$ cat src/rtl/spi_pkg.sv
// Shared constants and state encoding for the SPI responder.
package spi_pkg;
    localparam int unsigned SPI_WIDTH = 8;
    localparam int unsigned CNT_W     = $clog2(SPI_WIDTH);
    localparam logic [SPI_WIDTH-1:0] FILL_BYTE = 8'hFF;

    typedef enum logic {
        IDLE   = 1'b0,
        ACTIVE = 1'b1
    } state_t;
endpackage

$ cat src/rtl/sync_edge.sv
// Multi-stage synchronizer for an asynchronous pin, with rise/fall pulses
// derived from the synchronized value and its one-cycle-older copy.
module sync_edge #(
    parameter int unsigned SYNC_STAGES = 2,
    parameter logic        RST_VAL     = 1'b0
) (
    input  logic clk,
    input  logic rst,
    input  logic din,
    output logic q,
    output logic rise_c,
    output logic fall_c
);
    logic [SYNC_STAGES-1:0] chain;
    logic                   prev;

    always_ff @(posedge clk) begin
        if (rst) begin
            chain <= {SYNC_STAGES{RST_VAL}};
            prev  <= RST_VAL;
        end else begin
            chain <= {chain[SYNC_STAGES-2:0], din};
            prev  <= chain[SYNC_STAGES-1];
        end
    end

    assign q      = chain[SYNC_STAGES-1];
    assign rise_c = chain[SYNC_STAGES-1] & ~prev;
    assign fall_c = ~chain[SYNC_STAGES-1] & prev;
endmodule

$ cat src/rtl/spi_slave.sv
// Byte-oriented SPI responder, mode CPOL=0/CPHA=1, oversampled in the clk domain
// with a single-entry transmit holding register and a receive strobe.
module spi_slave
    import spi_pkg::*;
#(
    parameter int unsigned SYNC_STAGES = 2
) (
    input  logic                 clk,
    input  logic                 rst,
    input  logic                 ss_n,
    input  logic                 sck,
    input  logic                 mosi,
    output logic                 miso,
    output logic                 miso_oe,
    input  logic [SPI_WIDTH-1:0] tx_data,
    input  logic                 tx_valid,
    output logic                 tx_ready,
    output logic [SPI_WIDTH-1:0] rx_data,
    output logic                 rx_valid,
    output logic                 busy,
    output logic                 underrun
);
    logic sck_s, sck_rise_c, sck_fall_c;
    logic ss_s, ss_rise_unused, ss_fall_unused;
    logic mosi_s, mosi_rise_unused, mosi_fall_unused;

    sync_edge #(.SYNC_STAGES(SYNC_STAGES), .RST_VAL(1'b0)) u_sck_sync (
        .clk(clk), .rst(rst), .din(sck),
        .q(sck_s), .rise_c(sck_rise_c), .fall_c(sck_fall_c)
    );

    sync_edge #(.SYNC_STAGES(SYNC_STAGES), .RST_VAL(1'b1)) u_ss_sync (
        .clk(clk), .rst(rst), .din(ss_n),
        .q(ss_s), .rise_c(ss_rise_unused), .fall_c(ss_fall_unused)
    );

    sync_edge #(.SYNC_STAGES(SYNC_STAGES), .RST_VAL(1'b0)) u_mosi_sync (
        .clk(clk), .rst(rst), .din(mosi),
        .q(mosi_s), .rise_c(mosi_rise_unused), .fall_c(mosi_fall_unused)
    );

    state_t               state, state_nxt;
    logic [CNT_W-1:0]     bit_cnt, bit_cnt_nxt;
    logic [SPI_WIDTH-1:0] tx_shift, tx_shift_nxt;
    logic [SPI_WIDTH-1:0] rx_shift, rx_shift_nxt;
    logic [SPI_WIDTH-1:0] hold, hold_nxt;
    logic [SPI_WIDTH-1:0] rx_data_nxt;
    logic [SPI_WIDTH-1:0] load_c;
    logic                 miso_nxt, rx_valid_nxt, tx_ready_nxt, underrun_nxt, busy_nxt;

    always_ff @(posedge clk) begin
        if (rst) begin
            state <= IDLE;
        end else begin
            state <= state_nxt;
        end
    end

    always_ff @(posedge clk) begin
        if (rst) begin
            bit_cnt  <= '0;
            tx_shift <= '0;
            rx_shift <= '0;
            hold     <= '0;
            miso     <= 1'b0;
            miso_oe  <= 1'b0;
            busy     <= 1'b0;
            rx_data  <= '0;
            rx_valid <= 1'b0;
            tx_ready <= 1'b1;
            underrun <= 1'b0;
        end else begin
            bit_cnt  <= bit_cnt_nxt;
            tx_shift <= tx_shift_nxt;
            rx_shift <= rx_shift_nxt;
            hold     <= hold_nxt;
            miso     <= miso_nxt;
            miso_oe  <= busy_nxt;
            busy     <= busy_nxt;
            rx_data  <= rx_data_nxt;
            rx_valid <= rx_valid_nxt;
            tx_ready <= tx_ready_nxt;
            underrun <= underrun_nxt;
        end
    end

    always_comb begin
        state_nxt    = state;
        bit_cnt_nxt  = bit_cnt;
        tx_shift_nxt = tx_shift;
        rx_shift_nxt = rx_shift;
        hold_nxt     = hold;
        miso_nxt     = miso;
        rx_data_nxt  = rx_data;
        rx_valid_nxt = 1'b0;
        tx_ready_nxt = tx_ready;
        underrun_nxt = underrun;
        load_c       = FILL_BYTE;

        // Accepted write fills the holding register; a load this cycle still sees the old contents
        if (tx_valid && tx_ready) begin
            hold_nxt     = tx_data;
            tx_ready_nxt = 1'b0;
            underrun_nxt = 1'b0;
        end

        unique case (state)
            IDLE: begin
                if (!ss_s) begin
                    state_nxt   = ACTIVE;
                    bit_cnt_nxt = '0;
                end
            end
            ACTIVE: begin
                if (ss_s) begin
                    state_nxt   = IDLE;
                    bit_cnt_nxt = '0;
                end else begin
                    if (sck_rise_c) begin
                        if (bit_cnt == '0) begin
                            if (tx_ready) begin
                                underrun_nxt = 1'b1;
                            end else begin
                                load_c       = hold;
                                tx_ready_nxt = 1'b1;
                            end
                            miso_nxt     = load_c[SPI_WIDTH-1];
                            tx_shift_nxt = {load_c[SPI_WIDTH-2:0], 1'b0};
                        end else begin
                            miso_nxt     = tx_shift[SPI_WIDTH-1];
                            tx_shift_nxt = {tx_shift[SPI_WIDTH-2:0], 1'b0};
                        end
                    end
                    if (sck_fall_c) begin
                        rx_shift_nxt = {rx_shift[SPI_WIDTH-2:0], mosi_s};
                        bit_cnt_nxt  = bit_cnt + CNT_W'(1);
                        if (bit_cnt == CNT_W'(SPI_WIDTH - 1)) begin
                            rx_data_nxt  = {rx_shift[SPI_WIDTH-2:0], mosi_s};
                            rx_valid_nxt = 1'b1;
                        end
                    end
                end
            end
            default: state_nxt = IDLE;
        endcase

        busy_nxt = (state_nxt == ACTIVE);
    end
endmodule

$ cat config.mk
export PLATFORM = sky130hd
export DESIGN_NAME = spi_slave
export DESIGN_NICKNAME = d
export VERILOG_FILES = /design/src/rtl/spi_pkg.sv /design/src/rtl/sync_edge.sv /design/src/rtl/spi_slave.sv
export SDC_FILE = /design/constraint.sdc
export NUM_CORES = 1
export LEC_CHECK = 0
export ABC_CLOCK_PERIOD_IN_PS = 1500
export CAP_MARGIN = 20
export CORE_UTILIZATION = 30
export CTS_CLUSTER_SIZE = 40
export DETAILED_ROUTE_END_ITERATION = 10
export SLEW_MARGIN = 15
export SYNTH_ARGS = -nofsm -noshare
export SYNTH_HDL_FRONTEND = slang
export SYNTH_SLANG_ARGS = --single-unit
$ cat constraint.sdc
create_clock -name clk -period 1.5 [get_ports clk]
set_clock_uncertainty 0.1 [all_clocks]
set_input_delay 0.3 -clock clk [delete_from_list [all_inputs] [get_ports clk]]
set_output_delay 0.3 -clock clk [all_outputs]
set_load 0.01 [all_outputs]
==> PnR_summary.wiki <==
{| class="wikitable"
! Metric !! Value
|-
| Area growth, synth to finish || 27.7%
|-
| Largest family of logic cells by synthesized area || simple AND/OR/NAND/NOR gates
|-
| Slew at the pin closest to its max-slew limit || 0.297 ns
|-
| Post-CTS setup buffers || 0
|-
| Number of buffers and inverters on the critical path || 0
|-
| Leading cell types in the layout, fill and taps excluded || dfxtp_1, nand2b_1, nand2_1
|-
| Final number of hold-violating endpoints || 0
|-
| CTS buffer count || 5
|-
| Capturing instance or port of the critical path || tx_shift[4]$_SDFFE_PP0P_
|-
| RSZ-0062 raised after global routing || false
|-
| Hold Crit Class || reg2reg
|-
| Top-level port count || 28
|-
| Mean Syn Cell Area || just under 10 um^2
|-
| DPL Wire Length || around 2.3 mm
|-
| Cell chain of the critical path || and4bb_2 -> nand2b_1 -> o22ai_1
|-
| Clock-pin transition on the worst setup and hold timing paths || roughly 0.090 ns
|-
| Width of the die || 80.5 um
|-
| Async set-or-reset flop fraction in the synthesized netlist || 0%
|-
| Number of violations reported at the end of detailed-routing iteration 0 || 50
|-
| Latest clock arrival within the worst-skew pair || 0.30 ns
|-
| Highest-delay cell along the critical path || and4bb_2
|-
| Startpoint of the worst register-to-register path || u_ss_sync.chain[1]$_SDFF_PP1_
|-
| Most common cell after layout, fill and taps aside || dfxtp_1
|-
| Number of maximum-capacitance constraint violations || 0
|-
| Critical-path maximum fanout || 12
|-
| Setup slack of the most critical reg-to-reg path || 0.10 ns
|-
| Quantity of I/O buffers inserted on ports || 27
|-
| Fraction of final layout cells sized beyond drive strength 1 || 16.7%
|-
| Site Rows || 28
|-
| Antenna Diode Count || 0
|-
| Count of clock tree sinks || 45
|-
| Largest incremental delay on the critical path || 0.46 ns
|-
| Starting utilization of the core area || 31.2%
|-
| Endpoints failing setup || 0
|-
| Number of vias per cell || 4.64
|-
| Weighted congestion at the end of routability-driven global placement || 0.699
|-
| Hold buffer count at CTS || 0
|-
| Syn Std Cell Area || 1850 um^2
|-
| Final layout net count || 238
|-
| Number of antenna violations at the first check in global routing || 0
|-
| Worst Reg2Reg Path Length in Cells || 3
|-
| Number of enable-type register cells in the synthesized netlist || 0
|-
| Gr ovfl total || 0
|-
| Portion of netlist area occupied by mux cells || 3.79%
|-
| Share of the yosys chip area belonging to registers || 48.7%
|-
| YS warnings || 0
|-
| Adder and majority gate portion of the synthesized area || under 10%
|-
| TritonCTS clock tree || built
|-
| Type of the worst setup path || reg2reg
|-
| Outcome || complete, no violations
|-
| Fill cell total of the finished layout || approximately 600
|-
| Post-Syn Nets || a little over 200
|-
| Max Clk Rate || 715 MHz
|-
| Xor/xnor share of the synthesized area || 0%
|-
| Max-slew violation count || 0
|-
| Global-route usage over all layers || 11.1%
|-
| Number of levels the H-tree was split into || 2
|-
| Number of iterations in the first detailed-routing pass || 4
|-
| Sum of routed wire length over all layers || about 3.3 mm
|-
| Cell class contributing the biggest share of worst-path delay || simple AND/OR/NAND/NOR gates
|-
| Wirelength per Cell || 11.1 um
|-
| PwrDens || 1040 nW/um^2
|-
| Worst-case headroom to the max-slew limit || 80.2%
|-
| Clock tree buffer depth || 2
|-
| Compound-cell area share of the yosys netlist || between 10% and 20%
|-
| Number of gates on the worst path with buffers counted || 3
|-
| Footprint of the multi-input gates || 861 um^2
|-
| Seq cells post-synth || 45
|-
| Tmin final || 1.40 ns
|-
| Die Area || about 6500 um^2
|-
| Pin count of the biggest net entering global routing || 24
|-
| Storage cell area || 902 um^2
|-
| IR drop worst, VDD || about 430 uV
|-
| Kind of end point of the critical path || register
|-
| Area of the core || 5920 um^2
|-
| Global-route wire length before repair || approximately 5.5 mm
|-
| Worst reg2reg path endpoint || tx_shift[4]$_SDFFE_PP0P_
|-
| Final period utilization || 93.3%
|-
| Most instantiated flip-flop cell in the synthesis netlist || dfxtp_1
|-
| Critical Path RT || between 1.5 and 2 ns
|-
| Antenna-violating nets left || 0
|-
| Fraction of the mapped netlist area in simple logic gates || 26.7%
|-
| Total vias in the final route || 1377
|-
| Critical path launch point || u_ss_sync.chain[1]$_SDFF_PP1_
|-
| Clock root cell || clkbuf_8
|-
| Vias in the first global route || 1260
|-
| Core Util, Final || about two fifths
|-
| CP Launch Type || register
|-
| Arrival time at the worst endpoint || roughly 1.5 ns
|-
| Remaining design rule violation count || 0
|-
| Count of unique library cells instantiated by Yosys || 33
|-
| Leakage power total || 0.934 nW
|-
| Die height || 80.5 um
|-
| Sum Neg Setup Slack || 0 ns
|-
| Number of standard cells after synthesis || around 190
|-
| Hold WS || roughly 0.31 ns
|}
==> cell usage after synthesis (all sizes together) (2+ instances only) <==
cell | instances | share of area, %
dfxtp | 45 | 49
nand4b | 8 | 3.8
and4bb | 2 | 1.4
or4b | 7 | 3.8
nor2b | 8 | 3.1
o21ai | 16 | 6.0
clkbuf | 5 | 1.0
nand2b | 19 | 6.4
and2 | 2 | 0.81
or2 | 2 | 0.68
buf | 10 | 4.0
nand3b | 2 | 0.81
nor2 | 10 | 2.0
nand2 | 17 | 3.5
inv | 2 | 0.41
o22ai | 7 | 2.4
mux2i | 7 | 3.8
ha | 3 | 2.0
a21oi | 11 | 3.0
==> stage by stage <==
stage / setup slack, ns / power, mW / std cells / instance area (um^2)
2_1_floorplan: 0.0723 / 1.34 / 189 / 1850
3_3_place_gp: 0.0130 / 1.42 / 289 / 2230
3_5_place_dp: 0.00411 / 1.42 / 289 / 2230
4_1_cts: 0.0337 / 2.49 / 297 / 2350
5_1_grt: 0.0116 / 2.56 / 297 / 2360
6_report: 0.101 / 2.46 / 297 / 2360
==> what timing repair did <==
item / in CTS / in global routing
setup endpoints to repair: 16 / 7
pin swaps: 0 / 1
resized for setup: 16 / 3
==> layer usage <==
metal | global-route usage, % | share of wire (%) | up-vias | routed length [um]
met5 | 0 | 0 | - | 0
met2 | 18.2 | 46 | 19 | 1510
met4 | 4.82 | 1.9 | 0 | 61
met1 | 13.2 | 49 | 638 | 1620
li1 | - | - | 715 | -
met3 | 3.41 | 3.1 | 5 | 101
==> flip-flops by register name, indices dropped and copies added, names as in the netlist <==
name,count
hold,8
rx_data,8
rx_shift,7
tx_shift,7
bit_cnt,3
u_mosi_sync.chain,2
u_sck_sync.chain,2
u_ss_sync.chain,2
busy,1
miso,1
rx_valid,1
tx_ready,1
u_sck_sync.prev,1
underrun,1
==> logic make-up after synthesis <==
kind of cell,Yosys count
buffers and inverters,17
muxes,7
and+or+nand+nor,78
adders and majority gates,3
AOI/OAI and AO/OA,39
DFF,45
==> area by class of cell <==
| class | instances | share of cell area (%) |
|---|---|---|
| Sequential cell | 45 | 38.2 |
| Multi-Input combinational cell | 127 | 36.5 |
| Timing Repair Buffer | 40 | 15.4 |
| Tap cell | 75 | 3.97 |
| Clock buffer | 5 | 2.91 |
| Clock inverter | 3 | 2.76 |
| Inverter | 2 | 0.318 |
==> power breakdown <==
| part | internal, mW | leakage (nW) | switching (mW) |
|---|---|---|---|
| clock | 0.662 | 0.0681 | 0.418 |
| combinational | 0.0895 | 0.500 | 0.0654 |
| sequential | 1.22 | 0.366 | 0.0114 |
==> worst min-delay path by stage <==
stage / to / cells past startpoint / startpoint / slack [ns]
floorplan: u_ss_sync.chain[1]$_SDFF_PP1_ / 1 / u_ss_sync.chain[0]$_SDFF_PP1_ / 0.29
global placement: u_ss_sync.chain[1]$_SDFF_PP1_ / 1 / u_ss_sync.chain[0]$_SDFF_PP1_ / 0.29
detailed placement: u_ss_sync.chain[1]$_SDFF_PP1_ / 1 / u_ss_sync.chain[0]$_SDFF_PP1_ / 0.30
CTS: u_ss_sync.chain[1]$_SDFF_PP1_ / 1 / u_ss_sync.chain[0]$_SDFF_PP1_ / 0.32
global route: u_ss_sync.chain[1]$_SDFF_PP1_ / 1 / u_ss_sync.chain[0]$_SDFF_PP1_ / 0.34
finish: u_ss_sync.chain[1]$_SDFF_PP1_ / 1 / u_ss_sync.chain[0]$_SDFF_PP1_ / 0.31
Power figures use the tool's default switching activity.
